File: src/rtl/i2s_audio_tx_pkg.sv
// ----------------------------------------------------------------------------
// audio_pkg
// Shared constants and types for the I2S audio transmitter.
//   SAMPLE_W  : PCM sample width, also the number of data bits per channel
//   CNT_W     : master counter width; one stereo frame = 2**CNT_W clk cycles
//   VOL_W     : width of the volume attenuation (right-shift) control
//   *_BIT     : master counter taps that directly drive the clock outputs
//   LATCH_CNT : counter value on whose closing edge a new sample pair is held
// ----------------------------------------------------------------------------
package audio_pkg;

    localparam int SAMPLE_W = 16;
    localparam int CNT_W    = 10;
    localparam int VOL_W    = 3;

    localparam int MCLK_BIT = 1;    // clk/4
    localparam int SCK_BIT  = 3;    // clk/16
    localparam int LRCK_BIT = 9;    // clk/1024

    // SCK periods per channel half are indexed by cnt[LRCK_BIT-1:SCK_BIT+1]
    localparam int PERIOD_W = LRCK_BIT - SCK_BIT - 1;
    // Width of a bit index into one sample
    localparam int IDX_W    = $clog2(SAMPLE_W);

    localparam logic [CNT_W-1:0] LATCH_CNT = {CNT_W{1'b1}};

    typedef logic signed [SAMPLE_W-1:0] sample_t;
    typedef logic [PERIOD_W-1:0]        period_t;
    typedef logic [VOL_W-1:0]           vol_t;

endpackage

File: src/rtl/i2s_audio_tx_if.sv
// ----------------------------------------------------------------------------
// i2s_audio_tx_if
// Bundles the sample-side bus and the Pmod I2S pins of the transmitter.
//   audio_l / audio_r : signed PCM samples from the mixer
//   mute              : zero both channels for the next latched frame
//   vol_shift         : arithmetic right-shift applied at the latch point
//   sample_tick       : one-cycle pulse after each latch (next-sample request)
//   audio_mclk/sck/lrck/sdin : CS4344 pins
// Modports:
//   master : the sample source (drives samples, observes tick and pins)
//   slave  : the transmitter
// ----------------------------------------------------------------------------
interface i2s_audio_tx_if;
    import audio_pkg::*;

    sample_t audio_l;
    sample_t audio_r;
    logic    mute;
    vol_t    vol_shift;
    logic    sample_tick;
    logic    audio_mclk;
    logic    audio_sck;
    logic    audio_lrck;
    logic    audio_sdin;

    modport master (
        output audio_l, audio_r, mute, vol_shift,
        input  sample_tick, audio_mclk, audio_sck, audio_lrck, audio_sdin
    );

    modport slave (
        input  audio_l, audio_r, mute, vol_shift,
        output sample_tick, audio_mclk, audio_sck, audio_lrck, audio_sdin
    );

endinterface

File: src/rtl/i2s_audio_tx_clk_gen.sv
// ----------------------------------------------------------------------------
// i2s_clk_gen
// Free-running master counter for the I2S transmitter. The audio clocks are
// taps of the counter register, so they are glitch-free flop outputs.
// Ports:
//   clk, rst        : system clock, asynchronous active-high reset
//   o_mclk          : cnt[MCLK_BIT]  (clk/4)
//   o_sck           : cnt[SCK_BIT]   (clk/16)
//   o_lrck          : cnt[LRCK_BIT]  (clk/1024, 0 = left)
//   o_latch_stb     : high while cnt == LATCH_CNT (last cycle of a frame)
//   o_shift_stb     : high in the last clk of every SCK period (SCK about
//                     to fall), the only cycle in which serial data may change
//   o_next_right    : channel half of the SCK period that starts next
//   o_next_period   : index 0..31 of the SCK period that starts next
// ----------------------------------------------------------------------------
module i2s_clk_gen
    import audio_pkg::*;
(
    input  logic    clk,
    input  logic    rst,
    output logic    o_mclk,
    output logic    o_sck,
    output logic    o_lrck,
    output logic    o_latch_stb,
    output logic    o_shift_stb,
    output logic    o_next_right,
    output period_t o_next_period
);

    logic [CNT_W-1:0]         r_cnt;
    // {half, period} of the current SCK period plus one; only meaningful to
    // the datapath when o_shift_stb is high, where it names the next period.
    logic [CNT_W-SCK_BIT-2:0] w_upper_next;

    always_ff @(posedge clk or posedge rst) begin
        if (rst) begin
            r_cnt <= '0;
        end else begin
            r_cnt <= r_cnt + CNT_W'(1);
        end
    end

    assign w_upper_next  = r_cnt[CNT_W-1:SCK_BIT+1] + 1'b1;

    assign o_mclk        = r_cnt[MCLK_BIT];
    assign o_sck         = r_cnt[SCK_BIT];
    assign o_lrck        = r_cnt[LRCK_BIT];

    assign o_latch_stb   = (r_cnt == LATCH_CNT);
    assign o_shift_stb   = &r_cnt[SCK_BIT:0];
    assign o_next_right  = w_upper_next[PERIOD_W];
    assign o_next_period = w_upper_next[PERIOD_W-1:0];

endmodule

File: src/rtl/i2s_audio_tx.sv
// ----------------------------------------------------------------------------
// i2s_audio_tx
// Stereo I2S transmitter for the CS4344 Pmod DAC. Once per 1024-cycle frame
// it latches a processed sample pair (mute / volume shift) and serializes it
// MSB-first in standard I2S format (data delayed by one SCK after LRCK).
// Ports:
//   clk           : 100 MHz system clock
//   rst           : asynchronous, active-high reset
//   bus (slave)   : audio_l, audio_r, mute, vol_shift in;
//                   sample_tick, audio_mclk, audio_sck, audio_lrck,
//                   audio_sdin out
// Timing summary:
//   - samples, mute and vol_shift are sampled only on the edge leaving
//     cnt == 1023; sample_tick pulses in the following cycle (cnt == 0)
//   - audio_sdin updates only on SCK falling edges (cnt[3:0] == 4'hF -> 0)
//   - left MSB is on the wire from cnt 16, right MSB from cnt 528
// ----------------------------------------------------------------------------
module i2s_audio_tx
    import audio_pkg::*;
(
    input  logic           clk,
    input  logic           rst,
    i2s_audio_tx_if.slave  bus
);

    logic    w_latch_stb;
    logic    w_shift_stb;
    logic    w_next_right;
    period_t w_next_period;
    logic    w_next_bit;

    sample_t r_hold_l;
    sample_t r_hold_r;
    logic    r_tick;
    logic    r_sdin;

    // Mute wins over volume; >>> on a signed operand keeps the sign, so
    // negative samples attenuate towards -1 rather than towards 0.
    function automatic sample_t scale_sample(input sample_t s,
                                             input logic    m,
                                             input vol_t    sh);
        if (m) begin
            return '0;
        end
        return s >>> sh;
    endfunction

    // Bit carried by SCK period p of one channel half: period 0 is the I2S
    // one-bit delay, periods 1..SAMPLE_W carry MSB..LSB, the rest pad with 0.
    function automatic logic frame_bit(input sample_t h, input period_t p);
        logic [IDX_W-1:0] idx;
        if (p == '0 || p > period_t'(SAMPLE_W)) begin
            return 1'b0;
        end
        idx = IDX_W'(SAMPLE_W - int'(p));
        return h[idx];
    endfunction

    i2s_clk_gen u_clk_gen (
        .clk           (clk),
        .rst           (rst),
        .o_mclk        (bus.audio_mclk),
        .o_sck         (bus.audio_sck),
        .o_lrck        (bus.audio_lrck),
        .o_latch_stb   (w_latch_stb),
        .o_shift_stb   (w_shift_stb),
        .o_next_right  (w_next_right),
        .o_next_period (w_next_period)
    );

    // Hold registers: the frame in flight only ever sees these, so input
    // changes between latch points cannot disturb it.
    always_ff @(posedge clk or posedge rst) begin
        if (rst) begin
            r_hold_l <= '0;
            r_hold_r <= '0;
        end else if (w_latch_stb) begin
            r_hold_l <= scale_sample(bus.audio_l, bus.mute, bus.vol_shift);
            r_hold_r <= scale_sample(bus.audio_r, bus.mute, bus.vol_shift);
        end
    end

    // Registered so the pulse lines up with cnt == 0, right after the latch.
    always_ff @(posedge clk or posedge rst) begin
        if (rst) begin
            r_tick <= 1'b0;
        end else begin
            r_tick <= w_latch_stb;
        end
    end

    assign w_next_bit = w_next_right ? frame_bit(r_hold_r, w_next_period)
                                     : frame_bit(r_hold_l, w_next_period);

    // Loading on the SCK falling edge gives the DAC a full half period of
    // setup before it samples on the rising edge.
    always_ff @(posedge clk or posedge rst) begin
        if (rst) begin
            r_sdin <= 1'b0;
        end else if (w_shift_stb) begin
            r_sdin <= w_next_bit;
        end
    end

    assign bus.sample_tick = r_tick;
    assign bus.audio_sdin  = r_sdin;

endmodule

File: src/flat_wrapper.sv
// flat-port wrapper written by rule: the top's interface ports become plain ports
module i2s_audio_tx_flat import audio_pkg::*;
  (clk, rst, bus_audio_l, bus_audio_r, bus_mute, bus_vol_shift, bus_sample_tick, bus_audio_mclk, bus_audio_sck, bus_audio_lrck, bus_audio_sdin);
  i2s_audio_tx_if bus_i ();
  input  logic clk;
  input  logic rst;
  input wire logic [$bits(bus_i.audio_l)-1:0] bus_audio_l;
  input wire logic [$bits(bus_i.audio_r)-1:0] bus_audio_r;
  input wire logic [$bits(bus_i.mute)-1:0] bus_mute;
  input wire logic [$bits(bus_i.vol_shift)-1:0] bus_vol_shift;
  output wire logic [$bits(bus_i.sample_tick)-1:0] bus_sample_tick;
  output wire logic [$bits(bus_i.audio_mclk)-1:0] bus_audio_mclk;
  output wire logic [$bits(bus_i.audio_sck)-1:0] bus_audio_sck;
  output wire logic [$bits(bus_i.audio_lrck)-1:0] bus_audio_lrck;
  output wire logic [$bits(bus_i.audio_sdin)-1:0] bus_audio_sdin;
  assign bus_i.audio_l = bus_audio_l;
  assign bus_i.audio_r = bus_audio_r;
  assign bus_i.mute = bus_mute;
  assign bus_i.vol_shift = bus_vol_shift;
  assign bus_sample_tick = bus_i.sample_tick;
  assign bus_audio_mclk = bus_i.audio_mclk;
  assign bus_audio_sck = bus_i.audio_sck;
  assign bus_audio_lrck = bus_i.audio_lrck;
  assign bus_audio_sdin = bus_i.audio_sdin;
  i2s_audio_tx u_core (.clk(clk), .rst(rst), .bus(bus_i));
endmodule
File: config.mk
export PLATFORM = sky130hd
export DESIGN_NAME = i2s_audio_tx_flat
export DESIGN_NICKNAME = d
export VERILOG_FILES = /design/src/rtl/i2s_audio_tx_pkg.sv /design/src/rtl/i2s_audio_tx_if.sv /design/src/rtl/i2s_audio_tx_clk_gen.sv /design/src/rtl/i2s_audio_tx.sv /design/src/flat_wrapper.sv
export SDC_FILE = /design/constraint.sdc
export NUM_CORES = 1
export LEC_CHECK = 0
export CORE_ASPECT_RATIO = 1.75
export CORE_MARGIN = 5
export CORE_UTILIZATION = 50
export CTS_CLUSTER_SIZE = 24
export DETAILED_ROUTE_END_ITERATION = 7
export HOLD_SLACK_MARGIN = 0.1
export PLACE_DENSITY = 0.79
export SETUP_SLACK_MARGIN = 0.4
export SLEW_MARGIN = 15
export SYNTH_ARGS = -nofsm -noshare
export SYNTH_HDL_FRONTEND = slang
export SYNTH_SLANG_ARGS = --single-unit
File: constraint.sdc
create_clock -name clk -period 2.25 [get_ports clk]
set_input_delay 0.675 -clock clk [delete_from_list [all_inputs] [get_ports clk]]
set_output_delay 0.675 -clock clk [all_outputs]
set_load 0.02 [all_outputs]
# Word-level counts from Yosys, hierarchy flattened
# Index checks and enable logic that the tools add are counted.
# Widths: inputs -> output; s select.
dict set report word_totals {
  ff_bits 44
  latch_bits 0
  mem_bits_rw 0
  romBits 0
  in_bits 38
  output_inout_bits 5
  word_cells 30
  memories 0
}
dict set report op_classes {
  addsub 3
  multipliers 0
  n_div 0
  n_lt_le_gt_ge 2
  n_eq_ne 1
  shifts 2
  n_mux 14
  n_bitwise 0
  n_reduce_logical 3
}
# op count
set op_table {}
lappend op_table {{$mux 16} 3}
lappend op_table {{$sshr 16x3->16} 2}
lappend op_table {{$add 10x1->10 const B} 1}
lappend op_table {{$eq 10x10->1 const B} 1}
lappend op_table {{$mux 1} 9}
lappend op_table {{$bmux 1 s4} 2}
lappend op_table {{$add 6x1->6 const B} 1}
lappend op_table {{$gt 5x5->1 const B} 1}
lappend op_table {{$logic_not 5->1} 1}
lappend op_table {{$lt 4x5->1 const B} 1}
lappend op_table {{$reduce_and 4->1} 1}
lappend op_table {{$sub 1x4->4 const A} 1}
lappend op_table {{$logic_or 1x1->1} 1}

# Depth between registers and ports, before layout
dict set report depth {
  ltp_word 6
  depth_mapped 8
  mapped_depth_nobuf 7
}

# Cells and area by module
# A second synthesis with hierarchy kept.
dict set report unflattened {
  cells_unflattened 324
  hier_area_um2 3040.4
}
# mod instances cells_per_inst area_per_inst_um2 seq_area_each_um2
set modules_own_cells {}
lappend modules_own_cells {i2s_audio_tx 1 283 2568.7 850.8}
lappend modules_own_cells {i2s_clk_gen 1 41 471.7 250.2}

# Worst setup path after synthesis
# No wires, ideal clock.
dict set report synth_timing {
  kind {reg-to-reg}
  from {register u_core.u_clk_gen.r_cnt[4]}
  to {register u_core.r_sdin (netlist: u_core.bus.audio_sdin)}
  setup_ns 0.087
  arrival_ns 2.004
  t_required_ns 2.163
  slack_ns 0.159
  path_stages_with_launch 9
  path_buffers 1
  synth_period_minus_slack_ns 2.091
  path_cell_list {dfrtp_1 -> ha_1 -> buf_2 -> or3_1 -> a21o_1 -> o211ai_2 -> mux2i_1 -> mux2_2 -> o211ai_1}
}
dict set report synth_between {
  elab_chain_cells 6
  elab_cells_between_ends 13
  classes_between {2 x add/sub; 1 x order compare; 8 x mux; 2 x reduce/logical}
}
# item line_no
set synth_lines {}
lappend synth_lines {{from (decl)} i2s_audio_tx_clk_gen.sv:30} ;# logic [CNT_W-1:0] r_cnt;
lappend synth_lines {{from (signal assigned)} i2s_audio_tx_clk_gen.sv:39} ;# r_cnt <= r_cnt + CNT_W'(1);
lappend synth_lines {{$add 6x1->6 (*)} i2s_audio_tx_clk_gen.sv:43} ;# assign w_upper_next = r_cnt[CNT_W-1:SCK_BIT+1] + 1'b1;
lappend synth_lines {{$sub 1x4->4, or another cell as far along} i2s_audio_tx.sv:55} ;# idx = IDX_W'(SAMPLE_W - int'(p));
lappend synth_lines {{$bmux 1 s4 or $logic_or 1x1->1 (tied branches)} {i2s_audio_tx.sv:56, i2s_audio_tx.sv:52}}
lappend synth_lines {{$mux 1, on equally long branches} {i2s_audio_tx.sv:56, i2s_audio_tx.sv:52}}
lappend synth_lines {{$mux 1} i2s_audio_tx.sv:55}
lappend synth_lines {{$mux 1 (*)} i2s_audio_tx.sv:92} ;# assign w_next_bit = w_next_right ? frame_bit(r_hold_r, w_next_period)
lappend synth_lines {{to (signal assigned)} i2s_audio_tx.sv:101} ;# r_sdin <= w_next_bit;
lappend synth_lines {{to (decl)} i2s_audio_tx.sv:35} ;# logic r_sdin;
# Mark *: on every way between the ends. The rest lies on a longest branch, timed or not. The select of a mux whose other input is x is not followed.
# A chain may end at the register's enable or synchronous reset.

# Worst setup path in the final report
# Ends and elaborated chain as after synthesis.

==> metrics.md <==
| Metric | Value |
|---|---|
| CP Class | reg2reg |
| Layer with the highest usage | met2 |
| Area growth syn-to-layout | 32.5% |
| Count leader, synth | nand2_1 |
| Arrival time worst endpoint | 2.31 ns |
| DRT Pass-1 Iters | 4 |
| CTS Buf Count | 5 |
| GRT Residual Overflow | 0 |
| Clock skew | 0.0129 ns |
| Total power | 1.77 mW |
| H-tree depth | 2 |
| CP peak stage delay | 0.50 ns |
| Actual slew at the worst max-slew pin | 0.449 ns |
| Reg2Reg Depth | 5 |
| Post-synthesis register bit count | between 40 and 50 |
| Root buf cell | clkbuf_8 |
| R2R Setup Slk | around 0.17 ns |
| Antenna violations before repair | 0 |
| Slowest cell on the critical path | or4b_4 |
| Non-Filler Instances | 465 |
| Hold WS | 0.479 ns |
| Leakage | ~1.8 nW |
| Nets@finish | 427 |
| Async SR Flop Fraction | 1.00 |
| Post-route DRC | 0 |
| Crit. Startpoint | u_core.u_clk_gen.r_cnt[4] |
| Worst EP required | 2.48 ns |
| CTS Hold Bufs | 0 |
| Top Ports | 43 |
| Grt met1 use | 0.211 |
| Vias per cell | ~5.7 |
| DP HPWL | 5370 um |
| Clock buffer depth | 2 |
| Synth Flop Type | dfrtp_1 |
| Wire per inst | approximately 16 um |
| Met3 Usage GRT | 0.0258 |
| Final Util | 0.680 |
| CP Max Fanout | 5 |
| Hold Vio Cnt, Final | 0 |
| # clock sinks | 44 |
| FF+latch area | ~1100 sq um |
| Reg2reg end | u_core.bus.audio_sdin |
| Worst setup EP type | flop |
| Met2 Resource Use GR | 0.343 |
| RSZ-0062 raised after global routing | true |
| Adder-Cell Fraction of Synth Area | 0.0124 |
| Commonest cells in the netlist | nand2_1, dfrtp_1, o21ai_0 |
| Die area | around 7800 sq um |
| Area leader, netlist | dfrtp_1 |
| ANT cells | 0 |
| Min Tclk post-route | 2.08 ns |
| Mux cell area share after synthesis | 0.207 |
| Max cap viols | 0 |
| Die Ht | between 100 and 150 um |
| Multi-input gate area | about 1900 sq um |
| 1st-iter DRT viols | between 80 and 90 |
| Layout cells sized above 1 | 0.243 |
| Seq/Total Area, Yosys | 0.365 |
| Syn avg cell area | roughly 9.3 sq um |
| I/O Buffers | 42 |
| First-pass GRT wire length | between 10000 and 15000 um |
| Instance count of the mapped netlist | between 300 and 400 |
| HP Class | reg2reg |
| Starting Density | 0.513 |
| R2R Path Start | u_core.u_clk_gen.r_cnt[4] |
| Post-synth EDFFs | 0 |
| Chip width | ~69 um |
| PwrDens | roughly 440 nW/um^2 |
| Final clock period utilization by the worst path | 0.924 |
| Total negative slack | 0 ns |
| Post-synthesis compound-gate area fraction | 0.169 |
| Clock transition at path regs | roughly 0.090 ns |
| Max Fclk | approximately 0.48 GHz |
| Simple-gate portion of the synthesized area | 0.172 |
| Synth top area cells | dfrtp_1, mux2i_1, nand2_1 |
| Synth cell types | between 40 and 50 |
| Fin. max-slew vios | 0 |
| Synth warn | 0 |
| Yosys top cell area share | 0.365 |
| Maximum vdd drop | 0.401 mV |
| Number of global-route vias before repair | 2701 |
| Std cell rows | 37 |
| Status | finished, final reports clean |
| Max-slew headroom | 0.699 |
| Largest family of logic cells by synthesized area | multiplexers |
| Top delay family on crit path | simple AND/OR/NAND/NOR gates |
| Core Box Area | just under 6000 sq um |
| Placed instance count | between 400 and 500 |
| Routed vias | between 2000 and 3000 |
| Filler instances | approximately 480 |
| Element type at the critical path start | flop |
| Crit path cell chain | ha_4 > or4b_4 > and3_4 > or4b_4 > o211ai_1 |
| Synthesized area | around 3000 sq um |
| Total track usage | 0.192 |
| Crit path depth | 5 |
| CP bufs+invs | 0 |
| CTS tree | yes |
| Placer congestion estimate | 0.863 |
| # setup viols final | 0 |
| Post-route antenna net violation count | 0 |
| XOR/XNOR share of the synthesized area | 0.0319 |
| Worst path most repeated cell | or4b_4 |
| Routed WL | just over 7000 um |
| Worst Setup EP | u_core.bus.audio_sdin |
| Largest net degree at the start of global routing | 36 |
| Post-Syn Nets | 366 |
| Clock latency on the worst-skew pair | 0.30 ns |
worst register-to-register path: stages (launching register included):
cell and delay, ns:
dfrtp_2 0.45, ha_4 0.19, or4b_4 0.49, and3_4 0.20
or4b_4 0.50, o211ai_1 0.18
final cells by class:
type                       instances  area share
sequential                        44       0.276
tap                               78      0.0244
multi-input combinational        251       0.476
timing repair buffer              79       0.192
inverter                           5     0.00469
clock buffer                       6      0.0181
clock inverter                     2     0.00876
per-layer routing:
layer  wire, um  vias up
li1           -     1304
met1       2680     1284
met2       4080       60
met3        220       19
met4        227        0
met5          0        -
repair_timing:
action / in CTS / in global routing
resized for setup: 17 / 41
endpoints found under the setup margin: 34 / 31
cloned: 0 / 2
pin swaps: 3 / 17
setup buffers: 8 / 4
report_power, final:
group          leakage [nW]  total [mW]  internal [mW]  switching (mW)
clock                0.0552       0.593          0.330           0.264
combinational          1.25       0.356          0.190           0.166
sequential            0.488       0.824          0.811          0.0130
total                  1.79        1.77           1.33           0.443
flip-flops by register name (all words and copies together), names as in the netlist:
register	cells
u_core.bus.audio_sdin	1
u_core.r_hold_l	16
u_core.u_clk_gen.r_cnt	10
u_core.r_hold_r	16
u_core.bus.sample_tick	1
logic make-up (layout without fill, tap and decap cells):
logic type,after synthesis,after routing
adders and majority gates,3,3
xor gates and xnor gates,11,11
muxes,49,49
and+or+nand+nor,108,109
buffers and inverters,31,92
AOI/OAI and AO/OA,79,79
DFF,44,44
how the worst min path moves through the flow:
stage                                    startpoint                         to  slack (ns)  cells past startpoint
after floorplan           u_core.u_clk_gen.r_cnt[0]  u_core.u_clk_gen.r_cnt[0]        0.43                      1
after global placement    u_core.u_clk_gen.r_cnt[0]  u_core.u_clk_gen.r_cnt[0]        0.45                      1
after detailed placement        u_core.r_hold_l[14]        u_core.r_hold_l[14]        0.47                      2
after CTS                       u_core.r_hold_l[14]        u_core.r_hold_l[14]        0.48                      2
after global routing            u_core.r_hold_r[10]        u_core.r_hold_r[10]        0.51                      2
final                            u_core.r_hold_r[1]         u_core.r_hold_r[1]        0.48                      2
per-stage QoR:
step	cell area (sq um)	worst slack [ns]
after floorplan	3060	0.269
after global placement	3640	0.0446
after detailed placement	3640	0.00181
after CTS	3830	0.183
after global routing	4000	0.114
final	4000	0.170
cells in the final DEF, fill, tap and decap left out, types with 3 or more instances in the layout:
cell type and instances:
buf_4 30, and3_1 5, a31o_2 3, xnor2_1 9, mux2i_1 31, nand2b_1 6
dfrtp_1 41, nand4_1 3, o21ai_0 17, o21ai_1 8, o31ai_1 3, nand2_1 62
a22o_1 14, mux4_2 10, nand3_1 7, a31oi_1 4, a211oi_1 4, o21ai_2 11
nor2_1 6, buf_12 4, inv_1 4, clkdlybuf4s50_1 35, clkbuf_8 5, mux2_2 7
a21oi_1 7, dfrtp_2 3, dlygate4sd2_1 5
(Power assumes the default switching activity.)
